### config.mk
export PLATFORM = sky130hd
export DESIGN_NAME = id_ex_reg
export DESIGN_NICKNAME = d
export VERILOG_FILES = /design/src/rtl/id_ex_reg_pkg.sv /design/src/rtl/id_ex_reg_fwd_mux.sv /design/src/rtl/id_ex_reg.sv
export SDC_FILE = /design/constraint.sdc
export NUM_CORES = 1
export LEC_CHECK = 0
export BUFFER_PORTS_ARGS = -buffer_cell sky130_fd_sc_hd__buf_2
export CAP_MARGIN = 0
export CORE_AREA = 2 2 138 140
export CTS_CLUSTER_DIAMETER = 80
export CTS_CLUSTER_SIZE = 8
export DETAILED_ROUTE_END_ITERATION = 7
export DIE_AREA = 0 0 140 142
export PLACE_DENSITY = 0.63
export SETUP_SLACK_MARGIN = 0.4
export SYNTH_ARGS = -nofsm -noshare
export SYNTH_HDL_FRONTEND = slang
export SYNTH_HIERARCHICAL = 1
export SYNTH_SLANG_ARGS = --single-unit
### constraint.sdc
create_clock -name clk -period 4.11 [get_ports clk]
set_input_delay 0.822 -clock clk [delete_from_list [all_inputs] [get_ports clk]]
set_output_delay 0.822 -clock clk [all_outputs]
set_load 0.005 [all_outputs]
### src/rtl/id_ex_reg_pkg.sv
// Pipeline types shared by the decode-to-execute register and its forwarding muxes.
package id_ex_reg_pkg;

    localparam int DW = 32;
    localparam int RW = 5;

    localparam logic [2:0] ALU_ADD = 3'b000;
    localparam logic [2:0] ALU_SUB = 3'b001;
    localparam logic [2:0] ALU_AND = 3'b011;
    localparam logic [2:0] ALU_OR  = 3'b100;

    typedef struct packed {
        logic [RW-1:0] rs1;
        logic [RW-1:0] rs2;
        logic [DW-1:0] a;
        logic [DW-1:0] b;
        logic          use_imm;
        logic [2:0]    ctrl;
        logic [RW-1:0] rd;
        logic          reg_write;
        logic          is_branch;
        logic [DW-1:0] pc;
    } id_ex_t;

endpackage

### src/rtl/id_ex_reg_fwd_mux.sv
// Per-operand forwarding selector: EX/MEM beats MEM/WB beats the stored operand.
// Only built when ID_EX_FWD_EN is defined.
module fwd_mux #(
    parameter int DW = 32,
    parameter int RW = 5
) (
    input  logic [RW-1:0] rs,
    input  logic [DW-1:0] stored,
    input  logic          fwd_ok,
    input  logic [RW-1:0] exmem_rd,
    input  logic          exmem_wr,
    input  logic [DW-1:0] exmem_data,
    input  logic [RW-1:0] memwb_rd,
    input  logic          memwb_wr,
    input  logic [DW-1:0] memwb_data,
    output logic [DW-1:0] operand
);

    logic rs_live_s;

    // x0 is hard-wired zero, so it is never a forwarding target
    assign rs_live_s = fwd_ok & (rs != {RW{1'b0}});

    // Priority select of the operand source
    always_comb begin
        operand = stored;
        if (rs_live_s && exmem_wr && (exmem_rd == rs)) begin
            operand = exmem_data;
        end else if (rs_live_s && memwb_wr && (memwb_rd == rs)) begin
            operand = memwb_data;
        end else begin
            operand = stored;
        end
    end

endmodule

### src/rtl/id_ex_reg.sv
// Decode-to-execute pipeline register with valid/ready handshake, flush,
// saturating stall counter and optional operand forwarding (ID_EX_FWD_EN).
module id_ex_reg #(
    parameter int DW = 32,
    parameter int RW = 5
) (
    input  logic          clk,
    input  logic          rst,
    input  logic          in_valid,
    output logic          in_ready,
    input  logic [RW-1:0] in_rs1,
    input  logic [RW-1:0] in_rs2,
    input  logic [DW-1:0] in_a,
    input  logic [DW-1:0] in_b,
    input  logic [DW-1:0] in_imm,
    input  logic          in_use_imm,
    input  logic [2:0]    in_ctrl,
    input  logic [RW-1:0] in_rd,
    input  logic          in_reg_write,
    input  logic          in_is_branch,
    input  logic [DW-1:0] in_pc,
    input  logic          flush,
    output logic          out_valid,
    input  logic          out_ready,
    output logic [DW-1:0] out_a,
    output logic [DW-1:0] out_b,
    output logic [2:0]    out_ctrl,
    output logic [RW-1:0] out_rd,
    output logic          out_reg_write,
    output logic          out_is_branch,
    output logic [DW-1:0] out_pc,
    input  logic [RW-1:0] exmem_rd,
    input  logic [RW-1:0] memwb_rd,
    input  logic          exmem_wr,
    input  logic          memwb_wr,
    input  logic [DW-1:0] exmem_data,
    input  logic [DW-1:0] memwb_data,
    output logic [15:0]   stall_cnt
);

    import id_ex_reg_pkg::*;

    logic   out_valid_r;
    id_ex_t payload_r;
    id_ex_t payload_nxt_s;
    logic   accept_s;
    logic   [15:0] stall_cnt_r;

    assign in_ready = ~out_valid_r | out_ready;
    assign accept_s = in_valid & in_ready & ~flush;

    // Gather the decode-side payload; operand B is resolved to imm or rs2 data here
    always_comb begin
        payload_nxt_s           = '0;
        payload_nxt_s.rs1       = in_rs1;
        payload_nxt_s.rs2       = in_rs2;
        payload_nxt_s.a         = in_a;
        payload_nxt_s.b         = in_use_imm ? in_imm : in_b;
        payload_nxt_s.use_imm   = in_use_imm;
        payload_nxt_s.ctrl      = in_ctrl;
        payload_nxt_s.rd        = in_rd;
        payload_nxt_s.reg_write = in_reg_write;
        payload_nxt_s.is_branch = in_is_branch;
        payload_nxt_s.pc        = in_pc;
    end

    // Stage occupancy and payload: flush kills the slot but leaves payload untouched
    always_ff @(posedge clk) begin
        if (rst) begin
            out_valid_r <= 1'b0;
            payload_r   <= '0;
        end else if (flush) begin
            out_valid_r <= 1'b0;
        end else if (accept_s) begin
            out_valid_r <= 1'b1;
            payload_r   <= payload_nxt_s;
        end else if (out_ready) begin
            out_valid_r <= 1'b0;
        end else begin
            out_valid_r <= out_valid_r;
        end
    end

    // Saturating count of back-pressured cycles; survives flush
    always_ff @(posedge clk) begin
        if (rst) begin
            stall_cnt_r <= 16'd0;
        end else if (out_valid_r && !out_ready && (stall_cnt_r != 16'hFFFF)) begin
            stall_cnt_r <= stall_cnt_r + 16'd1;
        end else begin
            stall_cnt_r <= stall_cnt_r;
        end
    end

    assign out_valid     = out_valid_r;
    assign out_ctrl      = payload_r.ctrl;
    assign out_rd        = payload_r.rd;
    assign out_reg_write = payload_r.reg_write;
    assign out_is_branch = payload_r.is_branch;
    assign out_pc        = payload_r.pc;
    assign stall_cnt     = stall_cnt_r;

`ifdef ID_EX_FWD_EN
    fwd_mux #(.DW(DW), .RW(RW)) u_fwd_a (
        .rs         (payload_r.rs1),
        .stored     (payload_r.a),
        .fwd_ok     (1'b1),
        .exmem_rd   (exmem_rd),
        .exmem_wr   (exmem_wr),
        .exmem_data (exmem_data),
        .memwb_rd   (memwb_rd),
        .memwb_wr   (memwb_wr),
        .memwb_data (memwb_data),
        .operand    (out_a)
    );

    // An immediate in B must never be overwritten by a forwarded register value
    fwd_mux #(.DW(DW), .RW(RW)) u_fwd_b (
        .rs         (payload_r.rs2),
        .stored     (payload_r.b),
        .fwd_ok     (~payload_r.use_imm),
        .exmem_rd   (exmem_rd),
        .exmem_wr   (exmem_wr),
        .exmem_data (exmem_data),
        .memwb_rd   (memwb_rd),
        .memwb_wr   (memwb_wr),
        .memwb_data (memwb_data),
        .operand    (out_b)
    );
`else
    logic unused_fwd_s;

    // Without forwarding the decode hazard unit stalls instead; these inputs are dead
    assign unused_fwd_s = ^{exmem_rd, memwb_rd, exmem_wr, memwb_wr, exmem_data,
                            memwb_data, payload_r.rs1, payload_r.rs2, payload_r.use_imm};
    assign out_a = payload_r.a;
    assign out_b = payload_r.b;
`endif

endmodule

### Yosys cells after proc, flatten, opt, wreduce, memory -nomap -nowiden

Index checks and enable logic that the tools add are counted.

* register bits: 123
* input port bits: 230
* word-level logic and storage cells: 25

* $add $sub $neg: 1
* reduce and logical (&&, ||, !) cells: 6
* bitwise operators: 5
* eq/ne operators: 1
* mux-type cells: 3

Operators by type and width (count)
* $mux 32: 1
* $add 16x1->16 const B: 1
* $ne 16x16->1 const B: 1
* $and 1x1->1: 2
* $logic_and 1x1->1: 2
* $mux 1: 2
* $not 1->1: 2
* $reduce_and 2->1: 1
* $reduce_bool 2->1: 1
* $reduce_or 2->1: 1
* $logic_not 1->1: 1
* $or 1x1->1: 1

### Longest topological paths before layout

Gate-level depths: netlist of the first run.

* depth in word-level cells: 5
* mapped depth: 7
* mapped depth without buffers: 5

### Worst setup path after synthesis of the first run

No wires, ideal clock.

* path type: input-to-reg
* start point: input out_ready
* end point: register stall_cnt_r[14], in the netlist stall_cnt[14]
* data required time: 3.989 ns
* arrival: 1.950 ns
* buffers on the path: 1
* library setup time: 0.121 ns
* slack: 2.039 ns
* stages: 5
* cell sequence: and3b_1 clkbuf_1 nand2_1 nor4_1 mux2_2

* cells in the longest elaborated chain, start to end: 3

Ends and longest elaborated chain
* start: declaration: line id_ex_reg.sv:24 `input logic out_ready,`
* $logic_not 1->1: line id_ex_reg.sv:88 `end else if (out_valid_r && !out_ready && (stall_cnt_r != 16'hFFFF)) begin`
* $logic_and 1x1->1 (2 in a row): line id_ex_reg.sv:88
* end signal: assignment: line id_ex_reg.sv:89 `stall_cnt_r <= stall_cnt_r + 16'd1;`
* end signal: assignment: line id_ex_reg.sv:91 `stall_cnt_r <= stall_cnt_r;`
* end: declaration: line id_ex_reg.sv:47 `logic [15:0] stall_cnt_r;`

No other way between the ends.
A chain may end at the register's enable or synchronous reset.

### Final worst setup path of the first run

* start point: input out_ready
* end point: output in_ready

* cells in the longest elaborated chain, start to end: 1

Ends and longest elaborated chain
* $or 1x1->1: line id_ex_reg.sv:49 `assign in_ready = ~out_valid_r | out_ready;`
* end: declaration: line id_ex_reg.sv:10 `output logic in_ready,`

No other way between the ends.

==> flow_summary.rst, run 1 <==
.. list-table::
   :header-rows: 1

   * - Metric
     - Value
   * - Result of the run
     - complete, but fails checks
   * - Violations in the final reports
     - DRC
   * - # Max-Cap Violations
     - 0
   * - Wire length of the first global-routing pass
     - 21420 um
   * - Data required time at the worst endpoint
     - 3.29 ns
   * - Reg clk slew, reported paths
     - 0.06 ns
   * - FMAX
     - 413.0 MHz
   * - Max-slew violation count
     - 0
   * - Highest Signal Layer
     - met4
   * - Share of the synthesized area in the top cell type
     - 0.5094
   * - Total met3 wirelength after detailed routing
     - 1303 um
   * - M1 wire length
     - 5860 um
   * - Synth area leader
     - sky130_fd_sc_hd__dfxtp_1
   * - Share of the yosys chip area belonging to registers
     - 0.5094
   * - Worst setup path class
     - input pin to output pin
   * - Max transition margin
     - 0.4259
   * - Largest fanout on the critical path
     - 5
   * - Max H-tree Level
     - 4
   * - Number of nets produced by synthesis
     - 802
   * - Most common cell in the netlist
     - sky130_fd_sc_hd__nand2_1
   * - Max Root-Sink Buffers
     - 2
   * - Horizontal die dimension
     - 140 um
   * - Total die area
     - 19880 sq um
   * - Clk Latency, worst-skew pair
     - 0.41 ns
   * - Initial Utilization
     - 0.2619
   * - Count of buffers added by post-CTS timing repair for setup
     - 0
   * - Leading cell types by count after synthesis
     - 157 x sky130_fd_sc_hd__nand2_1, 123 x sky130_fd_sc_hd__dfxtp_1, 81 x sky130_fd_sc_hd__a21oi_1
   * - Fillers
     - 1947
   * - Share of cells above drive strength 1
     - 0.3783
   * - Iteration-0 DRC Markers
     - 191
   * - Syn_area_per_cell
     - 8.465 sq um
   * - Maximum vdd ir drop
     - 0.2855 mV
   * - Initial antenna violation count
     - 0
   * - Maximum number of pins on one net before global-route repair
     - 139
   * - Pre-CTS WS
     - 1.533 ns
   * - Total Power Consumption
     - 3.231 mW
   * - Via Count
     - 4746
   * - CP dominant cell by count
     - sky130_fd_sc_hd__buf_2
   * - Number of nets in the layout
     - 1048
   * - Antenna fix cells
     - 0
   * - Critical Path, Cell by Cell
     - buf_2 > and2b_1 > inv_1 > buf_2
   * - FF-to-FF setup slack
     - 2.08 ns
   * - Area overhead of the layout relative to synthesis
     - 44.45%
   * - GRT Resource Usage Total
     - 0.1369
   * - Total global routing overflow
     - 0
   * - Count of clock tree sinks
     - 123
   * - Total setup violations reported at the end of the flow
     - 0
   * - Ranking of synthesized cells by area
     - sky130_fd_sc_hd__dfxtp_1 51%, sky130_fd_sc_hd__nand2_1 12%, sky130_fd_sc_hd__a21oi_1 8.4%
   * - Number of warning messages in the yosys log
     - 6
   * - Total area of sequential cells
     - 2462 sq um
   * - Die Span Y
     - 142 um
   * - Longest individual stage delay on the worst path
     - 0.35 ns
   * - Proportion of synthesized flip-flops having asynchronous set or reset
     - 0
   * - Number of top-level design ports
     - 354
   * - HP Class
     - register to register
   * - Worst Hold Depth
     - 2
   * - R2R cell count
     - 5
   * - Number of DRC violations after detailed routing
     - 21
   * - Setup crit end kind
     - output pin
   * - Final critical-path required period
     - 2.422 ns
   * - Share of the clock period used by the worst path
     - 0.5892
   * - Weighted congestion reported at the end of routability-driven placement
     - 0.8101
   * - Worst-case setup margin in the final layout
     - 1.689 ns
   * - Endpoint of the worst hold path
     - out_a[14]$_SDFFE_PP0P_
   * - Kind of start point of the critical path
     - input pin
   * - Root buf cell
     - sky130_fd_sc_hd__clkbuf_16
   * - Setup Total Neg Slack
     - 0 ns
   * - CTS tree
     - done
   * - Final wirelength
     - 14010 um
   * - Leakage power
     - 3.240 nW
   * - Number of rows created at floorplan
     - 50
   * - Total count of hold-check failures in the final report
     - 0
   * - Count of hold buffers inserted by post-cts repair
     - 0
   * - Origin of the worst min-delay path
     - out_a[14]$_SDFFE_PP0P_
   * - Dpl hpwl
     - 9951 um
   * - Vias in the first global route
     - 4250
   * - Post-CTS sizing
     - 0
   * - Cells after synthesis
     - 571
   * - Antenna Nets Post-Route
     - 0
   * - Ratio of routed vias to standard cells
     - 4.461
   * - RSZ-0062 raised after global routing
     - false
   * - Average routed wire per standard cell
     - 13.17 um
   * - Number of synthesized register bits
     - 123
   * - Data arrival time at the worst-slack endpoint
     - 1.60 ns
   * - Multi-input logic area
     - 2157 sq um
   * - Netlist area before placement
     - 4833 sq um
   * - Worst Skew
     - 0.01086 ns
   * - Worst reg2reg path startpoint
     - stall_cnt[0]$_SDFFE_PP0P_
   * - Cell at the slowest stage of the critical path
     - sky130_fd_sc_hd__and2b_1
   * - End of the worst register-to-register path
     - stall_cnt[14]$_SDFFE_PP0P_
   * - Amount of wire on met2 after detailed routing
     - 6596 um
   * - Length of the first detailed-routing pass in iterations
     - 7
   * - Number of buffers created by CTS
     - 17
   * - Most used DFF post-synth
     - sky130_fd_sc_hd__dfxtp_1
   * - Number of input and output port buffers inserted
     - 267
   * - Count of flip-flops with a built-in enable after synthesis
     - 0
   * - Total power divided by cell area
     - 462.8 nW/um^2
   * - Worst Tran Pin Value
     - 0.8611 ns
   * - Core Area
     - 18460 sq um
   * - Number of different library cells in the post-synthesis netlist
     - 38
[cell families after synthesis]
kind of cell | count (synthesis) | synth area share
buffers and inverters | 49 | 0.04556
adder cells (fa/ha/maj) | 1 | 0.002588
multiplexers | 37 | 0.07766
AO/OA/AOI/OAI | 126 | 0.1530
flip-flops | 123 | 0.5094
AND/OR/NAND/NOR | 235 | 0.2118
[worst max-delay path: cells and delay by family]
| kind | cells | cell delay (ns) |
|---|---|---|
| buf+inv | 3 | 0.42 |
| simple gates | 1 | 0.35 |
[metal layers]
layer | vias up | track usage
met4 | 0 | 0.06007
met1 | 2076 | 0.1624
met3 | 17 | 0.05047
met5 | - | 0
met2 | 213 | 0.2235
li1 | 2440 | -
[cell usage in the layout, fill, tap and decap left out, types with 2 or more instances in the layout]
| cell type | n |
|---|---|
| sky130_fd_sc_hd__a211oi_1 | 34 |
| sky130_fd_sc_hd__a21oi_1 | 81 |
| sky130_fd_sc_hd__a31oi_1 | 2 |
| sky130_fd_sc_hd__and3_1 | 2 |
| sky130_fd_sc_hd__buf_12 | 2 |
| sky130_fd_sc_hd__buf_2 | 266 |
| sky130_fd_sc_hd__buf_4 | 3 |
| sky130_fd_sc_hd__bufinv_16 | 5 |
| sky130_fd_sc_hd__clkbuf_16 | 17 |
| sky130_fd_sc_hd__clkinv_4 | 3 |
| sky130_fd_sc_hd__clkinvlp_4 | 2 |
| sky130_fd_sc_hd__dfxtp_1 | 123 |
| sky130_fd_sc_hd__inv_1 | 5 |
| sky130_fd_sc_hd__inv_6 | 2 |
| sky130_fd_sc_hd__mux2_2 | 4 |
| sky130_fd_sc_hd__mux2i_1 | 33 |
| sky130_fd_sc_hd__nand2_1 | 157 |
| sky130_fd_sc_hd__nand3_1 | 4 |
| sky130_fd_sc_hd__nand3_2 | 2 |
| sky130_fd_sc_hd__nor2_1 | 40 |
| sky130_fd_sc_hd__nor2b_1 | 4 |
| sky130_fd_sc_hd__nor3_1 | 7 |
| sky130_fd_sc_hd__nor4_1 | 4 |
| sky130_fd_sc_hd__o21ai_0 | 2 |
| sky130_fd_sc_hd__o31ai_1 | 4 |
| sky130_fd_sc_hd__or4_1 | 4 |
[stage by stage]
stage / hold slack [ns] / util / instances / area [sq um]
global placement: 0.4389 / 0.3427 / 1032 / 6325
global route: 0.4667 / 0.3783 / 1064 / 6982
finish: 0.4494 / 0.3783 / 1064 / 6982
floorplan: 0.4527 / - / 571 / 4833
detailed placement: 0.4430 / 0.3427 / 1032 / 6325
CTS: 0.4507 / 0.3783 / 1064 / 6982
[area by class of cell]
type	instances	area share
Inverter	5	0.002688
Sequential cell	123	0.3527
Clock buffer	19	0.06344
Clock inverter	13	0.03065
Timing Repair Buffer	271	0.1996
Tap cell	234	0.04194
Multi-Input combinational cell	399	0.3090
[where the power goes]
part / internal (mW) / leakage, nW / switching, mW / total [mW]
clock network: 1.10 / 0.314 / 0.560 / 1.66
logic: 0.142 / 1.92 / 0.155 / 0.297
registers: 1.25 / 1.01 / 0.0270 / 1.28
total: 2.49 / 3.24 / 0.742 / 3.23
[flip-flops by register name, summed over array words and instances (netlist names)]
signal,flops
out_reg_write,1
out_valid,1
stall_cnt,16
out_ctrl,3
out_b,32
out_pc,32
out_a,32
out_rd,5
out_is_branch,1
[worst max-delay path by stage]
stage,to,cells after the start,start
after floorplan,stall_cnt[14]$_SDFFE_PP0P_,5,out_ready
final,in_ready,4,out_ready
after detailed placement,out_pc[7]$_SDFFE_PP0P_,7,out_ready
after CTS,in_ready,4,out_ready
after global placement,out_pc[29]$_SDFFE_PP0P_,7,out_ready
after global routing,in_ready,4,out_ready
Note: power is estimated with default switching activity, not from simulation.
==> inputs of run 2 (changes only) <==
Settings changed: ABC_AREA set to 1, CORE_AREA 2 2 138 140 to 2 2 136 138, DIE_AREA 0 0 140 142 to 0 0 138 140, PLACE_DENSITY 0.63 to 0.68.
Clock period 4.11 ns to 2 ns, I/O delays scaled along.
==> run 2 against run 1 <==
Clock skew fell by 0.0044 ns. First-iteration DRC count rose by 11%. Non-clock buffer count rose by 8. Area after synthesis rose by 3.1%. Combinational power rose by 140%. Routed wire length rose by 5.4%. The flow now finishes without violations. Critical path type is now register to register. Power rose by 100%. Largest power group unchanged. Sequential power rose by 110%. Die area fell by 2.8%. Sequential share of layout area fell by 1.2 points. Largest cell class unchanged. Count of clock-buffer cells in the layout did not move.
==> flow_summary.rst, run 2 <==
.. list-table::
   :header-rows: 1

   * - Metric
     - Value
   * - Setup crit end kind
     - register
   * - Number of top-level design ports
     - 354 (unchanged)
   * - Number of stages on the worst setup path
     - 6 (+2)
   * - Initial Utilization
     - 0.2802 (+0.01826)
   * - Cells after synthesis
     - 691 (+21%)
   * - Total setup violations reported at the end of the flow
     - 0 (unchanged)
   * - Most common cell in the netlist
     - sky130_fd_sc_hd__nor2_1
   * - Reg clk slew, reported paths
     - 0.06 ns (about the same)
   * - Total power divided by cell area
     - 906.2 nW/um^2 (+96%)
   * - Leakage power
     - 3.592 nW (+11%)
   * - Dpl hpwl
     - 10320 um (+3.7%)
   * - Worst Tran Pin Value
     - 0.3606 ns (-0.5005 ns)
   * - Final critical-path required period
     - 1.465 ns
   * - Vias in the first global route
     - 4985 (+17%)
   * - Die Span Y
     - 140 um (-1.4%)
   * - Most used DFF post-synth
     - sky130_fd_sc_hd__dfxtp_1
   * - Post-CTS sizing
     - 0 (unchanged)
   * - Worst setup path class
     - register to register
   * - CTS tree
     - done
   * - Netlist area before placement
     - 4981 sq um (+3.1%)
   * - Commonest cells after routing, fill and taps aside
     - 267 x sky130_fd_sc_hd__buf_2, 220 x sky130_fd_sc_hd__nor2_1, 120 x sky130_fd_sc_hd__dfxtp_1
   * - Number of nets produced by synthesis
     - 922 (+15%)
   * - Setup Total Neg Slack
     - 0 ns (unchanged)
   * - Utilization of the core after routing
     - 0.4067 (+0.02838)
   * - Number of input and output port buffers inserted
     - 267 (unchanged)
   * - Count of buffers added by post-CTS timing repair for setup
     - 0 (unchanged)
   * - Proportion of synthesized flip-flops having asynchronous set or reset
     - 0 (unchanged)
   * - Horizontal die dimension
     - 138 um (-1.4%)
   * - Multi-input logic area
     - 2145 sq um (-0.58%)
   * - Antenna Nets Post-Route
     - 0 (unchanged)
   * - Core Area
     - 17780 sq um (-3.7%)
   * - HP Class
     - input pin to register
   * - R2R cell count
     - 6 (+1)
   * - Worst Hold Depth
     - 2 (unchanged)
   * - Ranking of synthesized cells by area
     - sky130_fd_sc_hd__dfxtp_1 49%, sky130_fd_sc_hd__nor2_1 17%, sky130_fd_sc_hd__o21ai_0 9.9%
   * - Via Count
     - 5266 (+11%)
   * - Max H-tree Level
     - 4 (unchanged)
   * - FMAX
     - 682.4 MHz
   * - GRT Resource Usage Total
     - 0.1509 (+0.01402)
   * - RSZ-0062 raised after global routing
     - false
   * - Root buf cell
     - sky130_fd_sc_hd__clkbuf_16
   * - Total die area
     - 19320 sq um (-2.8%)
   * - Fillers
     - 1819 (-6.6%)
   * - Iteration-0 DRC Markers
     - 212 (+11%)
   * - Length of the first detailed-routing pass in iterations
     - 4 (-3)
   * - Weighted congestion reported at the end of routability-driven placement
     - 0.8381 (+3.5%)
   * - Count of clock tree sinks
     - 123 (unchanged)
   * - Syn_area_per_cell
     - 7.208 sq um (-15%)
   * - Data arrival time at the worst-slack endpoint
     - 1.76 ns (+0.16 ns)
   * - # Max-Cap Violations
     - 0 (unchanged)
   * - Max-slew violation count
     - 0 (unchanged)
   * - Maximum vdd ir drop
     - 0.5261 mV (+84%)
   * - Area overhead of the layout relative to synthesis
     - 45.16%
   * - Final Cell Area
     - 7231 sq um (+3.6%)
   * - Wire length of the first global-routing pass
     - 24070 um (+12%)
   * - Total met3 wirelength after detailed routing
     - 1008 um (-23%)
   * - Critical Path, Cell by Cell
     - ha_2 > nand3_2 > nor2_4 > nand3_2 > a21oi_1 > nor2_1
   * - Kind of start point of the critical path
     - register
   * - Number of nets in the layout
     - 1177 (+12%)
   * - Leading cell types by count after synthesis
     - 221 x sky130_fd_sc_hd__nor2_1, 123 x sky130_fd_sc_hd__dfxtp_1, 99 x sky130_fd_sc_hd__o21ai_0
   * - Share of the clock period used by the worst path
     - 0.7327
   * - Cell at the slowest stage of the critical path
     - sky130_fd_sc_hd__dfxtp_2
   * - Total global routing overflow
     - 0 (unchanged)
   * - Ratio of routed vias to standard cells
     - 4.429 (-0.71%)
   * - Number of buffers created by CTS
     - 17 (unchanged)
   * - Number of synthesized register bits
     - 123 (unchanged)
   * - M1 wire length
     - 6236 um (+6.4%)
   * - Final wirelength
     - 14760 um (+5.4%)
   * - Share of the yosys chip area belonging to registers
     - 0.4943 (-0.01510)
   * - Count of hold buffers inserted by post-cts repair
     - 0 (unchanged)
   * - Worst path top cell family by delay
     - simple AND/OR/NAND/NOR gates
   * - Number of rows created at floorplan
     - 49 (-2.0%)
   * - Max transition margin
     - 0.7596 (+0.3337)
   * - Synth area leader
     - sky130_fd_sc_hd__dfxtp_1
   * - Worst Skew
     - 0.006438 ns (-0.004419 ns)
   * - Max Root-Sink Buffers
     - 2 (unchanged)
   * - Total count of hold-check failures in the final report
     - 0 (unchanged)
   * - Average routed wire per standard cell
     - 12.42 um (-5.7%)
   * - Clk Latency, worst-skew pair
     - 0.40 ns (about the same)
   * - Largest fanout on the critical path
     - 8 (+3)
   * - CP dominant cell by count
     - sky130_fd_sc_hd__nand3_2
   * - Number of buffer and inverter stages on the critical path
     - 0 (-3)
   * - Share of the synthesized area in the top cell type
     - 0.4943 (-0.01510)
   * - Amount of wire on met2 after detailed routing
     - 7107 um (+7.7%)
   * - Count of flip-flops with a built-in enable after synthesis
     - 0 (unchanged)
   * - Number of DRC violations after detailed routing
     - 0 (-100%)
   * - Cell Area, Placed
     - 6591 sq um (+4.2%)
   * - Most common cell after layout, fill and taps aside
     - sky130_fd_sc_hd__buf_2
   * - Number of different library cells in the post-synthesis netlist
     - 24 (-37%)
   * - Result of the run
     - finished, final reports clean
   * - Initial antenna violation count
     - 1 (+1)
   * - Total area of sequential cells
     - 2466 sq um (+0.15%)
   * - Share of cells above drive strength 1
     - 0.3483 (-0.03003)
   * - Maximum number of pins on one net before global-route repair
     - 76 (-45%)
   * - Number of warning messages in the yosys log
     - 6 (unchanged)
   * - Non-filler instance count after layout
     - 1189 (+12%)
   * - Data required time at the worst endpoint
     - 2.30 ns (-0.99 ns)
   * - Highest Signal Layer
     - met4
   * - Longest individual stage delay on the worst path
     - 0.36 ns (about the same)
   * - Placed insts
     - 1155 (+12%)
-- run 2: layout make-up --
cell class,instances,area share
well taps,229,0.03963
clock buffers,19,0.06126
repair buffers,279,0.2111
inverters,51,0.02682
diodes,1,0.0003461
clock inverters,13,0.02319
multi-input cells,474,0.2966
flip-flops and latches,123,0.3411
-- run 2: report_power, final --
group          switching, mW  total [mW]  internal [mW]
Clock                   1.16        3.17           2.00
Sequential            0.0666        2.66           2.60
Combinational          0.373       0.720          0.348
-- run 2: metal layers --
| metal | vias to the layer above | track usage |
|---|---|---|
| met5 | - | 0 |
| met4 | 0 | 0.06767 |
| met3 | 28 | 0.04342 |
| met2 | 201 | 0.2569 |
| met1 | 2292 | 0.1769 |
| li1 | 2745 | - |
-- run 2: worst reg2reg max path, cell delays in order, from the launching register on --
cell	delay, ns
sky130_fd_sc_hd__dfxtp_2	0.36
sky130_fd_sc_hd__ha_2	0.20
sky130_fd_sc_hd__nand3_2	0.13
sky130_fd_sc_hd__nor2_4	0.20
sky130_fd_sc_hd__nand3_2	0.23
sky130_fd_sc_hd__a21oi_1	0.19
sky130_fd_sc_hd__nor2_1	0.06
-- run 2: worst paths after layout --
| kind | from | slack [ns] | end |
|---|---|---|---|
| hold / removal | flush | 0.18 | out_valid$_SDFFE_PP0P_ |
| setup / recovery | stall_cnt[0]$_SDFFE_PP0P_ | 0.53 | stall_cnt[7]$_SDFFE_PP0P_ |
| hold reg to reg | out_a[21]$_SDFFE_PP0P_ | 0.47 | out_a[21]$_SDFFE_PP0P_ |
| setup reg to reg | stall_cnt[0]$_SDFFE_PP0P_ | 0.53 | stall_cnt[7]$_SDFFE_PP0P_ |
-- run 2: kinds of logic after synthesis --
| family | count (synthesis) | synth area share |
|---|---|---|
| AOI/OAI and AO/OA | 186 | 0.1874 |
| adders and majority gates | 1 | 0.002512 |
| buffers and inverters | 95 | 0.07963 |
| DFF | 123 | 0.4943 |
| and+or+nand+nor | 286 | 0.2361 |
-- run 2: per-stage QoR --
step | hold WS [ns] | setup slack [ns] | power (mW)
2_1_floorplan | 0.4691 | 0.6128 | 3.060
3_3_place_gp | 0.4559 | 0.4126 | 3.427
3_5_place_dp | 0.4646 | 0.3636 | 3.442
4_1_cts | 0.1539 | 0.4436 | 6.659
5_1_grt | 0.1704 | 0.3586 | 6.894
6_report | 0.1815 | 0.5346 | 6.552
